## src/rtl/ram_burst_master_if.sv

```systemverilog
// Command, read-stream and RAM-port bundle for ram_burst_master.
// master: the engine; slave: command source, read sink and RAM.
interface ram_burst_master_if #(
  parameter int ADDR_WIDTH = 6,
  parameter int DATA_WIDTH = 16
);
  // command port (valid/ready)
  logic                  cmd_valid;
  logic                  cmd_ready;
  logic [1:0]            cmd_op;
  logic [ADDR_WIDTH-1:0] cmd_addr;
  logic [ADDR_WIDTH:0]   cmd_len;
  logic [DATA_WIDTH-1:0] cmd_data;
  // read stream (valid/ready)
  logic                  rd_valid;
  logic                  rd_ready;
  logic [DATA_WIDTH-1:0] rd_data;
  logic                  rd_last;
  // RAM port: sync write, combinational read
  logic                  ram_we;
  logic [ADDR_WIDTH-1:0] ram_addr;
  logic [DATA_WIDTH-1:0] ram_wdata;
  logic [DATA_WIDTH-1:0] ram_rdata;
  // status
  logic                  busy;
  logic                  done;
  logic                  err;

  modport master (
    input  cmd_valid,
    input  cmd_op,
    input  cmd_addr,
    input  cmd_len,
    input  cmd_data,
    output cmd_ready,
    output rd_valid,
    input  rd_ready,
    output rd_data,
    output rd_last,
    output ram_we,
    output ram_addr,
    output ram_wdata,
    input  ram_rdata,
    output busy,
    output done,
    output err
  );

  modport slave (
    output cmd_valid,
    output cmd_op,
    output cmd_addr,
    output cmd_len,
    output cmd_data,
    input  cmd_ready,
    input  rd_valid,
    output rd_ready,
    input  rd_data,
    input  rd_last,
    input  ram_we,
    input  ram_addr,
    input  ram_wdata,
    output ram_rdata,
    input  busy,
    input  done,
    input  err
  );
endinterface

```

## src/rtl/ram_burst_master.sv

```systemverilog
// Command-driven access engine and sole owner of a single-port RAM.
// Commands: fill const (00), fill incr (01), burst read (10); 11 rejected.
// Ports: i_CLK, i_RSTn (async, active low), bus (ram_burst_master_if.master):
//   cmd_*  command valid/ready with op/addr/len/data
//   rd_*   read beat stream valid/ready/data/last
//   ram_*  RAM write enable, address, write data, comb read data
//   busy/done/err  status; done and err are single-cycle pulses
module ram_burst_master #(
  parameter int ADDR_WIDTH = 6,
  parameter int DATA_WIDTH = 16
) (
  input logic                i_CLK,
  input logic                i_RSTn,
  ram_burst_master_if.master bus
);

  localparam logic [ADDR_WIDTH:0] DEPTH =
    {1'b1, {ADDR_WIDTH{1'b0}}};
  localparam logic [ADDR_WIDTH:0] ONE =
    {{ADDR_WIDTH{1'b0}}, 1'b1};

  localparam logic [1:0] OP_INCR = 2'b01;
  localparam logic [1:0] OP_READ = 2'b10;
  localparam logic [1:0] OP_RSVD = 2'b11;

  typedef enum logic [2:0] {
    IDLE,
    WRITE,
    READ,
    DONE,
    ERR
  } state_t;

  state_t state;
  state_t state_nx;

  logic                  accept;
  logic                  len_ok;
  logic                  cmd_bad;
  logic                  cmd_rd;
  logic                  cmd_wr;
  logic                  fetch;
  logic                  pop;

  logic [ADDR_WIDTH-1:0] addr_q;
  logic [DATA_WIDTH-1:0] wdata_q;
  logic                  incr_q;
  // words still to write (WRITE) or still to fetch (READ)
  logic [ADDR_WIDTH:0]   cnt_q;

  logic                  rd_valid_q;
  logic                  rd_last_q;
  logic [DATA_WIDTH-1:0] rd_data_q;

  assign accept = bus.cmd_valid && (state == IDLE);

  always_comb begin
    cmd_bad = 1'b0;
    cmd_rd  = 1'b0;
    cmd_wr  = 1'b0;
    len_ok  = (bus.cmd_len != '0)
           && (bus.cmd_len <= DEPTH);
    unique case (1'b1)
      (!len_ok || bus.cmd_op == OP_RSVD):
        cmd_bad = 1'b1;
      (len_ok && bus.cmd_op == OP_READ):
        cmd_rd = 1'b1;
      (len_ok && !bus.cmd_op[1]):
        cmd_wr = 1'b1;
      default:
        cmd_bad = 1'b1;
    endcase
  end

  // the output slot refills whenever it is empty or being drained
  assign pop   = rd_valid_q && bus.rd_ready;
  assign fetch = (state == READ)
              && (cnt_q != '0)
              && (!rd_valid_q || bus.rd_ready);

  always_ff @(posedge i_CLK or negedge i_RSTn) begin
    if (!i_RSTn) begin
      state <= IDLE;
    end else begin
      state <= state_nx;
    end
  end

  always_comb begin
    state_nx      = state;
    bus.cmd_ready = 1'b0;
    bus.busy      = 1'b1;
    bus.done      = 1'b0;
    bus.err       = 1'b0;
    bus.ram_we    = 1'b0;
    unique case (state)
      IDLE: begin
        bus.cmd_ready = 1'b1;
        bus.busy      = 1'b0;
        if (accept) begin
          unique case (1'b1)
            cmd_bad: state_nx = ERR;
            cmd_rd:  state_nx = READ;
            cmd_wr:  state_nx = WRITE;
            default: state_nx = ERR;
          endcase
        end
      end
      WRITE: begin
        bus.ram_we = 1'b1;
        if (cnt_q == ONE) begin
          state_nx = DONE;
        end
      end
      READ: begin
        if (pop && rd_last_q) begin
          state_nx = DONE;
        end
      end
      DONE: begin
        bus.done = 1'b1;
        state_nx = IDLE;
      end
      ERR: begin
        bus.err  = 1'b1;
        state_nx = IDLE;
      end
      default: begin
        state_nx = IDLE;
      end
    endcase
  end

  always_ff @(posedge i_CLK or negedge i_RSTn) begin
    if (!i_RSTn) begin
      addr_q     <= '0;
      wdata_q    <= '0;
      incr_q     <= 1'b0;
      cnt_q      <= '0;
      rd_valid_q <= 1'b0;
      rd_last_q  <= 1'b0;
      rd_data_q  <= '0;
    end else begin
      if (accept) begin
        addr_q  <= bus.cmd_addr;
        wdata_q <= bus.cmd_data;
        incr_q  <= (bus.cmd_op == OP_INCR);
        cnt_q   <= cmd_bad ? '0 : bus.cmd_len;
      end else if (state == WRITE) begin
        addr_q <= addr_q + 1'b1;
        cnt_q  <= cnt_q - ONE;
        if (incr_q) begin
          wdata_q <= wdata_q + 1'b1;
        end
      end else if (fetch) begin
        addr_q <= addr_q + 1'b1;
        cnt_q  <= cnt_q - ONE;
      end

      if (fetch) begin
        rd_valid_q <= 1'b1;
        rd_data_q  <= bus.ram_rdata;
        rd_last_q  <= (cnt_q == ONE);
      end else if (pop) begin
        rd_valid_q <= 1'b0;
        rd_last_q  <= 1'b0;
      end
    end
  end

  assign bus.ram_addr  = addr_q;
  assign bus.ram_wdata = wdata_q;
  assign bus.rd_valid  = rd_valid_q;
  assign bus.rd_data   = rd_data_q;
  assign bus.rd_last   = rd_last_q;

  a_stall_stable: assert property (
    @(posedge i_CLK) disable iff (!i_RSTn)
    (rd_valid_q && !bus.rd_ready)
      |=> (rd_valid_q
           && $stable(rd_data_q)
           && $stable(rd_last_q)
           && $stable(addr_q))
  );

  a_last_valid: assert property (
    @(posedge i_CLK) disable iff (!i_RSTn)
    rd_last_q |-> rd_valid_q
  );

endmodule
```

## src/flat_wrapper.sv

```systemverilog
// flat-port wrapper written by rule: the top's interface ports become plain ports
module ram_burst_master_flat 
#(
  parameter int ADDR_WIDTH = 6,
  parameter int DATA_WIDTH = 16
)
  (i_CLK, i_RSTn, bus_cmd_valid, bus_cmd_op, bus_cmd_addr, bus_cmd_len, bus_cmd_data, bus_cmd_ready, bus_rd_valid, bus_rd_ready, bus_rd_data, bus_rd_last, bus_ram_we, bus_ram_addr, bus_ram_wdata, bus_ram_rdata, bus_busy, bus_done, bus_err);
  ram_burst_master_if #(.ADDR_WIDTH(ADDR_WIDTH), .DATA_WIDTH(DATA_WIDTH)) bus_i ();
  input logic i_CLK;
  input logic i_RSTn;
  input wire logic [$bits(bus_i.cmd_valid)-1:0] bus_cmd_valid;
  input wire logic [$bits(bus_i.cmd_op)-1:0] bus_cmd_op;
  input wire logic [$bits(bus_i.cmd_addr)-1:0] bus_cmd_addr;
  input wire logic [$bits(bus_i.cmd_len)-1:0] bus_cmd_len;
  input wire logic [$bits(bus_i.cmd_data)-1:0] bus_cmd_data;
  output wire logic [$bits(bus_i.cmd_ready)-1:0] bus_cmd_ready;
  output wire logic [$bits(bus_i.rd_valid)-1:0] bus_rd_valid;
  input wire logic [$bits(bus_i.rd_ready)-1:0] bus_rd_ready;
  output wire logic [$bits(bus_i.rd_data)-1:0] bus_rd_data;
  output wire logic [$bits(bus_i.rd_last)-1:0] bus_rd_last;
  output wire logic [$bits(bus_i.ram_we)-1:0] bus_ram_we;
  output wire logic [$bits(bus_i.ram_addr)-1:0] bus_ram_addr;
  output wire logic [$bits(bus_i.ram_wdata)-1:0] bus_ram_wdata;
  input wire logic [$bits(bus_i.ram_rdata)-1:0] bus_ram_rdata;
  output wire logic [$bits(bus_i.busy)-1:0] bus_busy;
  output wire logic [$bits(bus_i.done)-1:0] bus_done;
  output wire logic [$bits(bus_i.err)-1:0] bus_err;
  assign bus_i.cmd_valid = bus_cmd_valid;
  assign bus_i.cmd_op = bus_cmd_op;
  assign bus_i.cmd_addr = bus_cmd_addr;
  assign bus_i.cmd_len = bus_cmd_len;
  assign bus_i.cmd_data = bus_cmd_data;
  assign bus_cmd_ready = bus_i.cmd_ready;
  assign bus_rd_valid = bus_i.rd_valid;
  assign bus_i.rd_ready = bus_rd_ready;
  assign bus_rd_data = bus_i.rd_data;
  assign bus_rd_last = bus_i.rd_last;
  assign bus_ram_we = bus_i.ram_we;
  assign bus_ram_addr = bus_i.ram_addr;
  assign bus_ram_wdata = bus_i.ram_wdata;
  assign bus_i.ram_rdata = bus_ram_rdata;
  assign bus_busy = bus_i.busy;
  assign bus_done = bus_i.done;
  assign bus_err = bus_i.err;
  ram_burst_master #(.ADDR_WIDTH(ADDR_WIDTH), .DATA_WIDTH(DATA_WIDTH)) u_core (.i_CLK(i_CLK), .i_RSTn(i_RSTn), .bus(bus_i));
endmodule
```

## config.mk

```make
export PLATFORM = sky130hd
export DESIGN_NAME = ram_burst_master_flat
export DESIGN_NICKNAME = d
export VERILOG_FILES = /design/src/rtl/ram_burst_master_if.sv /design/src/rtl/ram_burst_master.sv /design/src/flat_wrapper.sv
export SDC_FILE = /design/constraint.sdc
export NUM_CORES = 1
export LEC_CHECK = 0
export CAP_MARGIN = 20
export CELL_PAD_IN_SITES_DETAIL_PLACEMENT = 2
export CELL_PAD_IN_SITES_GLOBAL_PLACEMENT = 2
export CORE_UTILIZATION = 29
export DETAILED_ROUTE_END_ITERATION = 12
export PLACE_DENSITY = 0.83
export SKIP_LAST_GASP = 1
export SYNTH_ARGS = -nofsm -noshare
export SYNTH_HDL_FRONTEND = slang
export SYNTH_SLANG_ARGS = --single-unit
```

## constraint.sdc

```tcl
create_clock -name i_CLK -period 4.5 [get_ports i_CLK]
set_clock_uncertainty 0.15 [all_clocks]
set_input_delay 0.9 -clock i_CLK [delete_from_list [all_inputs] [get_ports i_CLK]]
set_output_delay 0.9 -clock i_CLK [all_outputs]
set_load 0.02 [all_outputs]
```

# Word level (Yosys, flattened, before mapping)
# Cells that the tools add are included.
[word_totals]
ff_bits = 51
in_bits = 51
output_inout_bits = 45
elab_cells = 68
[op_classes]
addsub = 3
order_cmp = 1
n_eq_ne = 10
n_mux = 25
n_reduce_logical = 21
[ops]
columns = ["operator", "count"]
rows = [
  ["2-to-1 mux 16 bit", 3],
  ["2-to-1 mux 7 bit", 4],
  ["2-to-1 mux 6 bit", 3],
  ["adder 16 x 1 -> 16 bit (second input constant)", 1],
  ["nonzero test 7 bit", 2],
  ["2-to-1 mux 1 bit", 10],
  ["2-to-1 mux 3 bit", 3],
  ["one-hot mux 3 bit (3 select lines)", 1],
  ["logical AND 1 bit", 8],
  ["equality test 7 x 1 -> 1 bit (second input constant)", 1],
  ["less-or-equal comparator 7 bit (second input constant)", 1],
  ["subtractor 7 x 1 -> 7 bit (second input constant)", 1],
  ["adder 6 x 1 -> 6 bit (second input constant)", 1],
  ["equality test 3 x 2 -> 1 bit (second input constant)", 2],
  ["one-hot mux 3 bit (2 select lines)", 1],
  ["nonzero test 2 bit", 3],
  ["!= test 2 x 1 -> 1 bit (second input constant)", 2],
  ["equality test 3 x 1 -> 1 bit (second input constant)", 1],
  ["equality test 3 bit (second input constant)", 1],
  ["logical NOT 3 bit", 1],
  ["AND reduction 3 bit", 1],
  ["nonzero test 3 bit", 1],
  ["equality test 2 x 1 -> 1 bit (second input constant)", 1],
  ["equality test 2 bit (second input constant)", 1],
  ["other kinds (5)", 6],
]

# Logic depth before layout (Yosys ltp)
# Gate-level depths: netlist of the first run.
[logic_depth]
depth_word = 7
mapped_depth = 7
mapped_depth_nobuf = 6

# Worst setup path after synthesis of the first run
# Ideal clock, no wire load.
[synth_path]
path_kind = "reg2out"
from = "register u_core.state[0]"
to = "output bus_cmd_ready"
t_arrival_ns = 1.250
required_ns = 3.450
path_slack_ns = 2.200
stages_incl_launch_ff = 4
n_path_buf = 1
path_cell_list = "dfrtp_1 -> clkbuf_1 -> or3_1 -> inv_1"
[synth_via]
elab_chain_len = 2
[synth_rtl]
columns = ["element", "line", "text"]
rows = [
  ["start: declaration", "ram_burst_master.sv:34", "state_t state;"],
  ["start signal: assignment", "ram_burst_master.sv:85", "state <= state_nx;"],
  ["logical NOT 3 bit", "ram_burst_master.sv:96", "unique case (state)"],
  ["2-to-1 mux 1 bit", "ram_burst_master.sv:96", ""],
  ["end: declaration", "flat_wrapper.sv:16", "output wire logic [$bits(bus_i.cmd_ready)-1:0] bus_cmd_ready;"],
]
# No other way between the ends.

# Worst setup path after layout of the first run
[layout_path]
from = "register u_core.state[0]"
to = "output bus_ram_we"
[layout_via]
elab_chain_len = 2
[layout_rtl]
columns = ["element", "line", "text"]
rows = [
  ["equality test 3 x 1 -> 1 bit", "ram_burst_master.sv:96", ""],
  ["2-to-1 mux 1 bit", "ram_burst_master.sv:96", ""],
  ["end: declaration", "flat_wrapper.sv:21", "output wire logic [$bits(bus_i.ram_we)-1:0] bus_ram_we;"],
]
# No other way between the ends.

==> results.toml, run 1 <==
[timing]
hold_violations = 0
hold_ws_ns = 0.366
drv_slew = 0
fmax_ghz = 0.323
slew_headroom_pct = 43.5
fin_crit_ns = 3.10
min_period_over_period_pct = 68.8
setup_viol = 0
final.setup.tns_ns = 0
worstMarginPinSlew_ns = 0.843
rsz0062_at_grt = "false"

[setup_path]
endpoint_kind = "output port"
cp_data_required_time_ns = 3.45
startpoint_type = "register"
cp.arrival_ns = 2.05
crit_type = "register to output port"
cp_common_cell = "nor2b_1"
cp_slowest_stage_delay_ns = 0.63
cp.buffers_inverters = 1
slowest_stage = "clkdlybuf4s50_1"
crit_family = "buffers and inverters"
crit_path_cell_trace = "nor2b_1, nor2b_1, clkdlybuf4s50_1"
crit_fanout = 13

[die]
die_area_sq_um = 10300
initial_core_util_pct = 30.5
die_h_um = 101
ios = 96
row_count = 35
fp.coreArea_sq_um = 9420
die_w_um = 101

[yosys]
ys.flop_type = "dfrtp_1"
synth_fp_nets = 356
synthDistinctLibCells = 60
ys_warn_count = 0
syn_area_per_cell_sq_um = 9.57
synth_cells = 300
synth_top_area_share_pct = 44.5
yosysSeqAreaShare_pct = 44.5
synth-edff-count = 0
ys_ff_latch = 51
async_reset_ff_share_pct = 100
netlist_area_sq_um = 2870
synthTopCellsByArea = "dfrtp_1 44%, mux2_2 6.3%, a21oi_1 4.0%"
yosysTopAreaCell = "dfrtp_1"

[detailed_routing]
ant_nets = 0
drc = 0
wl_per_cell_um = 19.4
vias_per_cell = 5.42
first_pass_iters = 4
drtIter0Drc = 118
vias = 2809
routed_wl_mm = 10.1

[cells_and_area]
fillers = 1020
fin_nets = 444
multi_input_area_sq_um = 1500
drive_gt1_share_pct = 9.51
ff_latch_area_sq_um = 1280
final_common_cell = "clkdlybuf4s50_1"
n_antenna_cell = 0
final_cell_mix = "94 x clkdlybuf4s50_1, 51 x dfrtp_1, 25 x nand2_1"
syn2layout_area_growth_pct = 41.9

[grt]
grt_use_total_pct = 20.8
grt_overflow = 0
antenna_found_initial = 0
grt_pass1_vias = 3173
grt_pass1_wl_mm = 16.6
grt_max_degree = 41

[clock_tree]
cts.sinks = 51
cts_buffers = 5
h-tree-depth = 2
clk-insertion-delay-late_ns = 0.31
cts_root_buf = "clkbuf_8"
clk_pin_slew_ns = 0.11
postCtsSetupRepairBufs = 0
clock_path_buffers = 2
post_cts_resize_count = 0
holdBufCountCts = 0
tritoncts = "built"

[power_and_ir_drop]
vdd_drop_max_uv = 287
leakage_nw = 1.61
powerDensity_nw_per_um2 = 747
p_total_mw = 3.04

[worst_hold_path]
hold_class = "register to register"

[place]
port_buffers = 95
place.gp.congestion = 0.811
place_hpwl_mm = 7.49

[job]
drv_cap = 0

[run_status]
status = "finished clean"
==> layer usage <==
layer  global-route usage (%)  share of wire, %
met5                        0                 0
met4                     4.91              0.71
met3                     5.59               5.6
met2                     34.8                49
met1                     26.9                45
==> power breakdown <==
group / total, mW / internal, mW / switching (mW)
Clock: 0.389 / 0.222 / 0.167
Sequential: 0.955 / 0.681 / 0.274
Combinational: 1.70 / 0.792 / 0.908
==> path summary, 6_finish.rpt <==
check | start | endpoint | cells past startpoint | slack [ns]
setup / recovery | u_core.state[0] | bus_ram_we | 3 | 1.40
hold / removal | u_core.bus.rd_data[5] | u_core.bus.rd_data[5] | 1 | 0.37
setup reg to reg | u_core.cnt_q[0] | u_core.cnt_q[5] | 7 | 1.80
hold reg to reg | u_core.bus.rd_data[5] | u_core.bus.rd_data[5] | 1 | 0.37
max in group asynchronous | i_RSTn | u_core.state[2] | 2 | 2.94
min in group asynchronous | i_RSTn | u_core.bus.ram_wdata[13] | 1 | 0.46
==> sequential cells by signal, indices dropped and copies added, names as in the netlist <==
name	flops
u_core.bus.rd_last	1
u_core.bus.ram_addr	6
u_core.bus.rd_valid	1
u_core.incr_q	1
u_core.bus.rd_data	16
u_core.cnt_q	7
u_core.state	3
u_core.bus.ram_wdata	16
==> per-stage QoR <==
stage	instances	utilization (%)	setup slack [ns]	area [sq um]
6_report	518	43.3	1.40	4070
5_1_grt	518	43.3	1.25	4070
4_1_cts	518	43.3	1.38	4070
3_5_place_dp	510	41.8	1.24	3940
3_3_place_gp	510	41.8	1.38	3940
2_1_floorplan	300	-	2.20	2870
==> cell usage after synthesis (2+ instances only) <==
master	number
o2bb2ai_1	8
mux2_2	16
nor3_1	11
nor2b_1	3
o22ai_1	8
a221o_1	2
nor4_1	2
dfrtp_1	51
ha_1	5
and4_1	2
nor2_1	15
and3_1	7
inv_1	6
a311oi_1	2
a21oi_1	23
o32ai_1	2
nand2_1	25
o21a_1	2
nand4b_1	2
nand4_1	3
clkbuf_1	9
buf_2	9
nand3_1	13
or3_1	2
a41oi_1	2
a22oi_1	5
nor3b_1	6
or3b_2	2
nand2b_1	4
and2_1	2
o21ai_0	18
a31oi_1	5
==> layout make-up <==
cell class                 instances  share of cell area (%)
multi-input combinational        225                    36.9
sequential                        51                    31.3
timing repair buffer              99                    24.0
tap                              129                    3.96
clock buffer                       5                    1.69
clock inverter                     3                    1.66
inverter                           6                   0.553
==> cells by family after synthesis <==
kind of cell / after synthesis / synth area share (%)
muxes: 18 / 7.15
xor gates and xnor gates: 2 / 0.610
AOI/OAI and AO/OA: 91 / 21.0
and+or+nand+nor: 109 / 21.1
DFF: 51 / 44.5
buffers and inverters: 24 / 3.53
adders and majority gates: 5 / 2.18
Note: power is estimated with default switching activity, not from simulation.
==> inputs of run 2 (changes only) <==
CORE_UTILIZATION = 27   (was 29)
PLACE_DENSITY = 0.78   (was 0.83)
clock period = 3.2 ns   (was 4.5 ns; I/O delays follow)
==> results.toml, run 2 (synthesis results as in run 1) <==
[run_status]
status = "finished clean"

[setup_path]
ff2ff_setup_slack_ns = 0.79
cp-startpoint = "u_core.state[0]"
r2r-end = "u_core.cnt_q[5]"
startpoint_type = "register"
r2r_cells = 7
cp.arrival_ns = 2.06
crit_fanout = 13
crit_type = "register to output port"
endpoint = "bus_ram_we"
cp_data_required_time_ns = 2.41
worstReg2RegStart = "u_core.cnt_q[0]"
endpoint_kind = "output port"

[clock_tree]
holdBufCountCts = 0
post_cts_resize_count = 0
postCtsSetupRepairBufs = 0
h-tree-depth = 2
tritoncts = "built"
cts.sinks = 51
cts_buffers = 5
clk_pin_slew_ns = 0.11
clk-insertion-delay-late_ns = 0.32
cts_root_buf = "clkbuf_8"
clock_path_buffers = 2

[detailed_routing]
first_pass_iters = 4
wl_per_cell_um = 18.4
drc = 0
ant_nets = 0
vias_per_cell = 5.31
vias = 2802
routed_wl_mm = 9.70
drtIter0Drc = 64

[power_and_ir_drop]
powerDensity_nw_per_um2 = 1020
p_total_mw = 4.15
leakage_nw = 1.60
vdd_drop_max_uv = 343

[timing]
fin_crit_ns = 2.85
slew_headroom_pct = 60.2
rsz0062_at_grt = "false"
setup_viol = 0
min_period_over_period_pct = 89.0
hold_violations = 0
worstMarginPinSlew_ns = 0.592
fmax_ghz = 0.351
final.setup.tns_ns = 0
drv_slew = 0

[grt]
grt_max_degree = 40
grt_overflow = 0
grt_use_total_pct = 18.2
grt_pass1_wl_mm = 16.0
antenna_found_initial = 0
grt_pass1_vias = 3112

[die]
fp.coreArea_sq_um = 10300
die_h_um = 105
row_count = 37
die_w_um = 105
initial_core_util_pct = 27.8
ios = 96
die_area_sq_um = 11000

[cells_and_area]
fin_nets = 447
drive_gt1_share_pct = 10.2
stdcell_count = 528
n_antenna_cell = 0
final_common_cell = "clkdlybuf4s50_1"
syn2layout_area_growth_pct = 41.9
fillers = 1119
utilization_pct = 39.5
final_cell_mix = "94 x clkdlybuf4s50_1, 51 x dfrtp_1, 25 x nand2_1"

[place]
port_buffers = 95
place_hpwl_mm = 7.30
place.gp.congestion = 0.781
dp.cells = 520

[worst_hold_path]
hold_class = "input port to async pin"

[job]
drv_cap = 0
-- run 2: layer usage --
layer	wire length, um	part of all wire, %	vias to the layer above	track usage, %
met4	117	1.2	0	4.33
met1	4280	44	1419	21.7
li1	-	-	1308	-
met3	509	5.2	7	4.43
met5	0	0	-	0
met2	4790	49	68	32.7
-- run 2: final cells by class --
| class | count | area (sq um) | area share (%) |
|---|---|---|---|
| Clock buffer | 5 | 68.8 | 1.69 |
| Clock inverter | 3 | 23.8 | 0.584 |
| Inverter | 6 | 22.5 | 0.553 |
| Multi-Input combinational cell | 225 | 1500 | 36.9 |
| Sequential cell | 51 | 1280 | 31.3 |
| Tap cell | 136 | 170 | 4.18 |
| Timing Repair Buffer | 102 | 1010 | 24.8 |
-- run 2: worst max-delay path, cell delays in order (launching register included) --
cell	delay, ns
dfrtp_1	0.61
nor2b_1	0.26
nor2b_1	0.23
clkdlybuf4s50_1	0.64
-- run 2: worst min path at each step --
stage,slack [ns],depth (start not counted),to
floorplan,0.19,0,u_core.bus.ram_addr[0]
finish,0.05,1,u_core.bus.ram_wdata[1]
CTS,0.06,1,u_core.bus.ram_wdata[1]
global route,0.06,1,u_core.bus.ram_wdata[1]
detailed placement,0.35,1,u_core.bus.rd_data[1]
global placement,0.33,2,u_core.incr_q
-- run 2: metrics by stage --
stage | worst slack [ns] | cell area, sq um | hold slack [ns]
floorplan | 1.11 | 2870 | 0.194
global placement | 0.509 | 3980 | 0.332
detailed placement | 0.416 | 3980 | 0.352
CTS | 0.316 | 4070 | 0.0624
global route | 0.253 | 4070 | 0.0626
finish | 0.352 | 4070 | 0.0507
-- run 2: power by group --
group | total, mW | switching [mW] | internal [mW]
clock | 0.410 | 0.253 | 0.157
sequential | 1.34 | 0.381 | 0.957
combinational | 2.40 | 1.25 | 1.15
